`config.mk`:
```
export PLATFORM = sky130hd
export DESIGN_NAME = plusarg_watchdog
export DESIGN_NICKNAME = d
export VERILOG_FILES = /design/src/rtl/plusarg_watchdog_pkg.sv /design/src/rtl/watchdog_prescaler.sv /design/src/rtl/plusarg_watchdog.sv
export SDC_FILE = /design/constraint.sdc
export NUM_CORES = 1
export LEC_CHECK = 0
export BUFFER_PORTS_ARGS = -buffer_cell sky130_fd_sc_hd__buf_2
export CORE_AREA = 2 2 117 74
export DETAILED_ROUTE_END_ITERATION = 10
export DIE_AREA = 0 0 119 76
export HOLD_SLACK_MARGIN = 0.15
export PLACE_DENSITY = 0.77
export SLEW_MARGIN = 0
export SYNTH_ARGS = -nofsm -noshare
export SYNTH_HDL_FRONTEND = slang
export SYNTH_SLANG_ARGS = --single-unit
```
`constraint.sdc`:
```
create_clock -name clock -period 3.86 [get_ports clock]
set_clock_uncertainty 0.1 [all_clocks]
set_input_delay 0.772 -clock clock [delete_from_list [all_inputs] [get_ports clock]]
set_output_delay 0.772 -clock clock [all_outputs]
set_load 0.03 [all_outputs]
```
`src/rtl/plusarg_watchdog_pkg.sv`:
```
// Shared definitions for the plusarg-driven cycle-limit watchdog.
// State encoding and prescaler width helper.
package plusarg_watchdog_pkg;

    localparam int STATE_W = 2;

    typedef enum logic [STATE_W-1:0] {
        IDLE    = 2'd0,
        ARMED   = 2'd1,
        EXPIRED = 2'd2
    } state_e;

    // clog2 with a floor of 1 so a divide-by-1 still has a legal vector
    function automatic int presc_width(input int presc);
        if (presc <= 2) begin
            return 1;
        end
        return $clog2(presc);
    endfunction

endpackage

```
`src/rtl/watchdog_prescaler.sv`:
```
// Tick generator: one tick every PRESCALE cycles while run is high.
// Dropping run or pulsing restart returns the phase to zero.
module watchdog_prescaler
    import plusarg_watchdog_pkg::*;
#(
    parameter int PRESCALE = 1
) (
    input  logic clock,
    input  logic reset_n,
    input  logic run,
    input  logic restart,
    output logic tick
);

    localparam int PW = presc_width(PRESCALE);
    localparam logic [PW-1:0] LAST = PW'(PRESCALE - 1);

    logic [PW-1:0] cnt_q;
    logic [PW-1:0] cnt_d;
    logic          at_last;

    assign at_last = (cnt_q == LAST);

    // Divide-by-1 bypasses the counter entirely
    assign tick = (PRESCALE == 1) ? run : (run && at_last);

    // Next phase: wrap on the last phase, zero when idle or restarted
    always_comb begin
        cnt_d = cnt_q;
        if (!run || restart || at_last) begin
            cnt_d = '0;
        end else begin
            cnt_d = cnt_q + PW'(1);
        end
    end

    // Phase register
    always_ff @(posedge clock or negedge reset_n) begin
        if (!reset_n) begin
            cnt_q <= '0;
        end else begin
            cnt_q <= cnt_d;
        end
    end

endmodule

```
`src/rtl/plusarg_watchdog.sv`:
```
// Cycle-limit watchdog fed by a plusarg limit; limit 0 disables it.
// Counts prescaled ticks since the last kick, then latches expiry.
module plusarg_watchdog
    import plusarg_watchdog_pkg::*;
#(
    parameter int WIDTH    = 32,
    parameter int PRESCALE = 1
) (
    input  logic             clock,
    input  logic             reset_n,
    input  logic [WIDTH-1:0] limit,
    input  logic             enable,
    input  logic             kick,
    input  logic             clear,
    output logic [WIDTH-1:0] count,
    output logic             armed,
    output logic             expired,
    output logic             timeout
);

    state_e           state_q;
    state_e           state_d;
    logic [WIDTH-1:0] count_q;
    logic [WIDTH-1:0] count_d;
    logic [WIDTH-1:0] limit_q;
    logic [WIDTH-1:0] limit_d;
    logic             armed_q;
    logic             armed_d;
    logic             expired_q;
    logic             expired_d;
    logic             timeout_q;
    logic             timeout_d;
    logic [WIDTH-1:0] count_inc;
    logic             tick;
    logic             run;
    logic             restart;

    assign run       = (state_q == ARMED) && enable;
    assign restart   = kick || clear;
    assign count_inc = count_q + WIDTH'(1);

    watchdog_prescaler #(
        .PRESCALE (PRESCALE)
    ) u_prescaler (
        .clock   (clock),
        .reset_n (reset_n),
        .run     (run),
        .restart (restart),
        .tick    (tick)
    );

    // Next state, count and output flags; enable beats kick beats tick
    always_comb begin
        state_d   = state_q;
        count_d   = count_q;
        limit_d   = limit_q;
        timeout_d = 1'b0;
        unique case (state_q)
            IDLE: begin
                count_d = '0;
                if (enable && (limit != '0)) begin
                    limit_d = limit;
                    state_d = ARMED;
                end
            end
            ARMED: begin
                if (!enable) begin
                    state_d = IDLE;
                    count_d = '0;
                end else if (restart) begin
                    count_d = '0;
                end else if (tick) begin
                    if (count_inc == limit_q) begin
                        state_d   = EXPIRED;
                        count_d   = limit_q;
                        timeout_d = 1'b1;
                    end else begin
                        count_d = count_inc;
                    end
                end
            end
            EXPIRED: begin
                count_d = limit_q;
                if (clear) begin
                    state_d = IDLE;
                    count_d = '0;
                end
            end
            default: begin
                state_d = IDLE;
                count_d = '0;
            end
        endcase
        armed_d   = (state_d == ARMED);
        expired_d = (state_d == EXPIRED);
    end

    // State, count, captured limit and registered outputs
    always_ff @(posedge clock or negedge reset_n) begin
        if (!reset_n) begin
            state_q   <= IDLE;
            count_q   <= '0;
            limit_q   <= '0;
            armed_q   <= 1'b0;
            expired_q <= 1'b0;
            timeout_q <= 1'b0;
        end else begin
            state_q   <= state_d;
            count_q   <= count_d;
            limit_q   <= limit_d;
            armed_q   <= armed_d;
            expired_q <= expired_d;
            timeout_q <= timeout_d;
        end
    end

    assign count   = count_q;
    assign armed   = armed_q;
    assign expired = expired_q;
    assign timeout = timeout_q;

endmodule

```
* Word level (Yosys, flattened, before mapping)
Cells that the tools add are included.
** Cells by class
- Equal/unequal tests :: 6
- Add/sub/neg operators :: 1
- Reductions and logical operators :: 6
- Muxes and demuxes :: 18
** Operators with widths (count)
- $mux 32 :: 5
- $pmux 32 s2 :: 1
- $add 32x1->32 const B :: 1
- $eq 32x32->1 :: 1
- $reduce_bool 32->1 :: 1
- $mux 2 :: 6
- $pmux 2 s3 :: 1
- $mux 1 :: 5
- $eq 2x1->1 const B :: 2
- $eq 2x2->1 const B :: 2
- $ne 4x4->1 const B :: 1
- $logic_and 1x1->1 :: 2
- $logic_not 2->1 :: 1
- $reduce_and 2->1 :: 1
- $logic_or 1x1->1 :: 1
** Word-level totals
- Input port bits :: 37
- Flip-flop bits (word level) :: 69
- Output and inout bits :: 35
- Word-level logic and storage cells :: 37

* Longest topological paths before layout
- Depth in word-level cells :: 8
- Depth in mapped cells :: 12
- Mapped depth without buffers :: 10

* By module
Synthesis repeated with hierarchy kept, for this count alone.
** Unflattened totals
- Cell total of the unflattened synthesis :: 607
- Area total of the unflattened synthesis :: 5216.3 µm²
** Modules (own cells, without submodules)
- plusarg_watchdog :: area each 5208.7 µm², seq. area each 1726.7 µm², times used 1, cells each 606
- watchdog_prescaler :: area each 7.5 µm², seq. area each 0.0 µm², times used 1, cells each 1

* Least setup slack after synthesis
OpenSTA, ideal clock, no wires.
- Kind :: register to register
- Start :: reg count_q[0], in the netlist count[0]
- End :: reg count_q[30], in the netlist count[30]
- Slack :: 718 ps
- Buffers on the path :: 2
- Period minus slack after synthesis :: 3142 ps
- Library setup time :: 123 ps
- Data required time :: 3637 ps
- Arrival :: 2919 ps
- Stages on the path, launching flop included :: 13
- Path through :: dfrtp_1 -> ha_1 -> nand3_1 -> nor4_1 -> or3b_2 -> o221ai_1 -> nor4b_1 -> and4_4 -> nand3_1 -> nand3_2 -> clkbuf_8 -> clkbuf_8 -> o2bb2ai_1
** On the way
- Word-level cells in the longest chain between the ends :: 7
** RTL lines
- from (decl) :: line plusarg_watchdog.sv:23 : logic [WIDTH-1:0] count_q;
- from (signal assigned) :: line plusarg_watchdog.sv:109 : count_q <= count_d;
- $add 32x1->32 (*) :: line plusarg_watchdog.sv:40 : assign count_inc = count_q + WIDTH'(1);
- $eq 32x32->1 :: line plusarg_watchdog.sv:73 : if (count_inc == limit_q) begin
- $mux 32 (*) :: line plusarg_watchdog.sv:73
- $mux 32 (*) :: line plusarg_watchdog.sv:72 : end else if (tick) begin
- $mux 32 (*) :: line plusarg_watchdog.sv:70 : end else if (restart) begin
- $mux 32 (*) :: line plusarg_watchdog.sv:67 : if (!enable) begin
- $pmux 32 s2 (*) :: line plusarg_watchdog.sv:58 : unique case (state_q)
Mark *: on every way between the ends. The rest lies on a longest branch, timed or not. The select of a mux whose other input is x is not followed.
A chain may end at the register's enable or synchronous reset.

* Final worst setup path
- Start :: reg count_q[5], in the netlist count[5]
- End :: reg count_q[27], in the netlist count[27]
Same word-level chain as after synthesis.

==> impl_metrics.toml <==
[global_route]
antenna_found_initial = 0
grt_pass1_wl_um = 20200
gr-total-overflow = 0
track_usage_pct = 29.0
grt_pass1_vias = 3678
grt_max_degree = 47

[timing]
period_needed_ns = 3.59
finalMaxSlewViolations = 0
max_freq_mhz = 279
setup_viol = 0
worstMarginPinSlew_ns = 1.08
hold_viol = 0
finalSetupTns_ns = 0
fin_crit_sh_pct = 92.9
slew_headroom_pct = 27.9
rsz0062_at_grt = "false"

[cts]
cts_max_level = 3
cts.hold.buffers_added = 0
cts_max_path_buffers = 2
postCtsSetupBuffers = 0
clk_latency_ns = 0.34
cts_tree = "built"
clk_pin_slew_ns = 0.06
cts_buffers = 9
clockRootBuffer = "clkbuf_16"
cts_resized = 0
cts.sinks = 69

[die]
coreArea_um2 = 8100
die_area_um2 = 9040
initial_utilization_pct = 54.7
row_count = 26
die_h_um = 76
ios = 72
fp.dieW_um = 119

[routing]
drcViolationCount = 0
first_pass_iters = 5
drt_iter0_markers = 320
routedWlPerCell_um = 20.8
postRouteAntennaNets = 0
viasPerCell = 6.29
vias = 3847
wl_um = 12700

[run]
maxCapViolations = 0

[layout]
final_common_cell = "buf_2"
syn_to_final_growth_pct = 17.4
final_cell_mix = "71 x buf_2, 69 x dfrtp_1, 33 x mux2_2"
final_cell_count_no_fill = 612
final.fill_count = 658
n_antenna_cell = 0
layout-drive-gt1-share_pct = 31.6
final_nets = 537

[logic_synthesis]
synthXorXnorAreaFrac_pct = 10.5
ys_seq_elements = 69
yosysWarnings = 0
synth_nets = 461
synth_top_family_by_area = "simple AND/OR/NAND/NOR gates"
ys_async_sr_fraction_pct = 100
synth_edf_count = 0
synth-seq-area-share_pct = 39.0
synth_compound_area_share_pct = 14.1
synth_area_per_cell_um2 = 10.6
synth_area_um2 = 4430
synthSimpleGateAreaFrac_pct = 20.7
synth_ff_type = "dfrtp_1"
synth_mux_area_share_pct = 9.52
synthCells = 419
synthAdderAreaFrac_pct = 1.41
yosys.cell_types.count = 73

[outcome]
status = "completed"

[setup_path]
slowest_delay_ns = 0.58
cp_top_family = "simple AND/OR/NAND/NOR gates"
r2r_end = "count[27]"
crit_buf_inv = 1
cp_slowest_cell = "nor4_1"
crit_path_end_kind = "register"
reg2reg_from = "count[5]"
cp_max_fo = 12
cp-start-kind = "register"
r2r_setup_slack_ns = 0.27
r2r_cells = 10
worstPathArrival_ns = 3.71
crit_type = "reg2reg"
cp.required_ns = 3.98
cpMostUsedCell = "nor3_1"
cp_cell_sequence = "nand4_2 > nor4_1 > nand2_1 > nor3_1 > o21ai_0 > nor3_1 > nand3_1 > nand3_2 > buf_4 > o2bb2ai_1"

[power]
total_power_mw = 2.79
p_leak_nw = 2.18
irDropWorstVdd_mv = 0.308
p_per_area_nw_per_um2 = 537

[placed_design]
gp_congestion = 0.997
dp_cells = 596
dp_hpwl_um = 9710
port_buffers = 71

[worst_hold_path]
hold_start = "limit_q[20]"
min_path_type = "reg2reg"
min_path_cells = 1
hold_end = "count[20]"
[kinds of logic after synthesis]
logic type | after synthesis
xor gates and xnor gates | 51
and+or+nand+nor | 149
buffers and inverters | 31
adders and majority gates | 5
DFF | 69
AOI/OAI and AO/OA | 76
muxes | 38
[metal layers]
layer | track usage (%) | routed length, um | vias to the layer above | share of wire, %
li1 | - | - | 1739 | -
met1 | 44.4 | 5880 | 1852 | 46
met2 | 39.0 | 5220 | 234 | 41
met3 | 9.66 | 1420 | 22 | 11
met4 | 7.62 | 197 | 0 | 1.6
met5 | 0 | 0 | - | 0
[flip-flops by register name, indices dropped and copies added, names as in the netlist]
name     cells
timeout      1
limit_q     32
state_q      2
armed        1
count       32
expired      1
[worst max-delay path by stage]
| stage | slack, ns | depth (start not counted) | from | end |
|---|---|---|---|---|
| after floorplan | 0.72 | 12 | count[0] | count[30] |
| after global placement | 0.13 | 11 | count[0] | count[28] |
| after detailed placement | 0.05 | 11 | count[0] | count[12] |
| after CTS | 0.02 | 11 | count[0] | count[24] |
| after global routing | 0.04 | 11 | count[0] | count[24] |
| final | 0.27 | 10 | count[5] | count[27] |
[cell usage after synthesis (3+ instances only)]
master     instances  area, um2
and2_1             3       18.8
nand4_1           10       62.6
clkbuf_8           5       68.8
xor2_1            19        166
nor3_1            12       60.1
nor2b_1            6       37.5
and4_1             4       35.0
a21oi_1            4       20.0
dfrtp_1           69       1730
o2111ai_1          4       35.0
inv_1             12       45.0
ha_1               5       62.6
nand3_1           15       75.1
nor4_1            20        125
buf_1              3       11.3
o21ai_0           10       50.1
o2bb2ai_1         28        245
buf_4              4       30.0
buf_6              3       33.8
mux2_2            33        372
nor2_1            14       52.6
nand2_1           32        120
xnor2_1           31        272
and3_1             4       25.0
mux2i_1            5       50.1
a31oi_1            3       18.8
[per-stage QoR]
step                      util, %  cell area, um2  hold WS [ns]  setup slack (ns)
final                        64.2            5200         0.418             0.272
after global routing         64.2            5200         0.453            0.0398
after CTS                    64.0            5190         0.429            0.0232
after detailed placement     60.1            4870         0.413            0.0466
after global placement       60.1            4870         0.399             0.127
after floorplan                 -            4430         0.374             0.718
[worst reg2reg max path, stage by stage, from the launching register on]
cell,delay (ns)
dfrtp_1,0.54
nand4_2,0.28
nor4_1,0.58
nand2_1,0.26
nor3_1,0.34
o21ai_0,0.15
nor3_1,0.41
nand3_1,0.16
nand3_2,0.25
buf_4,0.28
o2bb2ai_1,0.10
[cell type report]
class                   count  area (um2)  share of cell area [%]
multi-input cells         319        2510                    48.2
flip-flops and latches     69        1730                    33.2
repair buffers             84         465                    8.95
clock buffers               9         225                    4.33
well taps                 112         140                    2.69
clock inverters             7        90.1                    1.73
inverters                  12        45.0                   0.866
[report_power, final]
| part | switching (mW) | internal (mW) | leakage, nW |
|---|---|---|---|
| clock network | 0.315 | 0.561 | 0.151 |
| registers | 0.255 | 0.909 | 0.887 |
| logic | 0.353 | 0.401 | 1.14 |
| total | 0.923 | 1.87 | 2.18 |
Power figures use the tool's default switching activity.
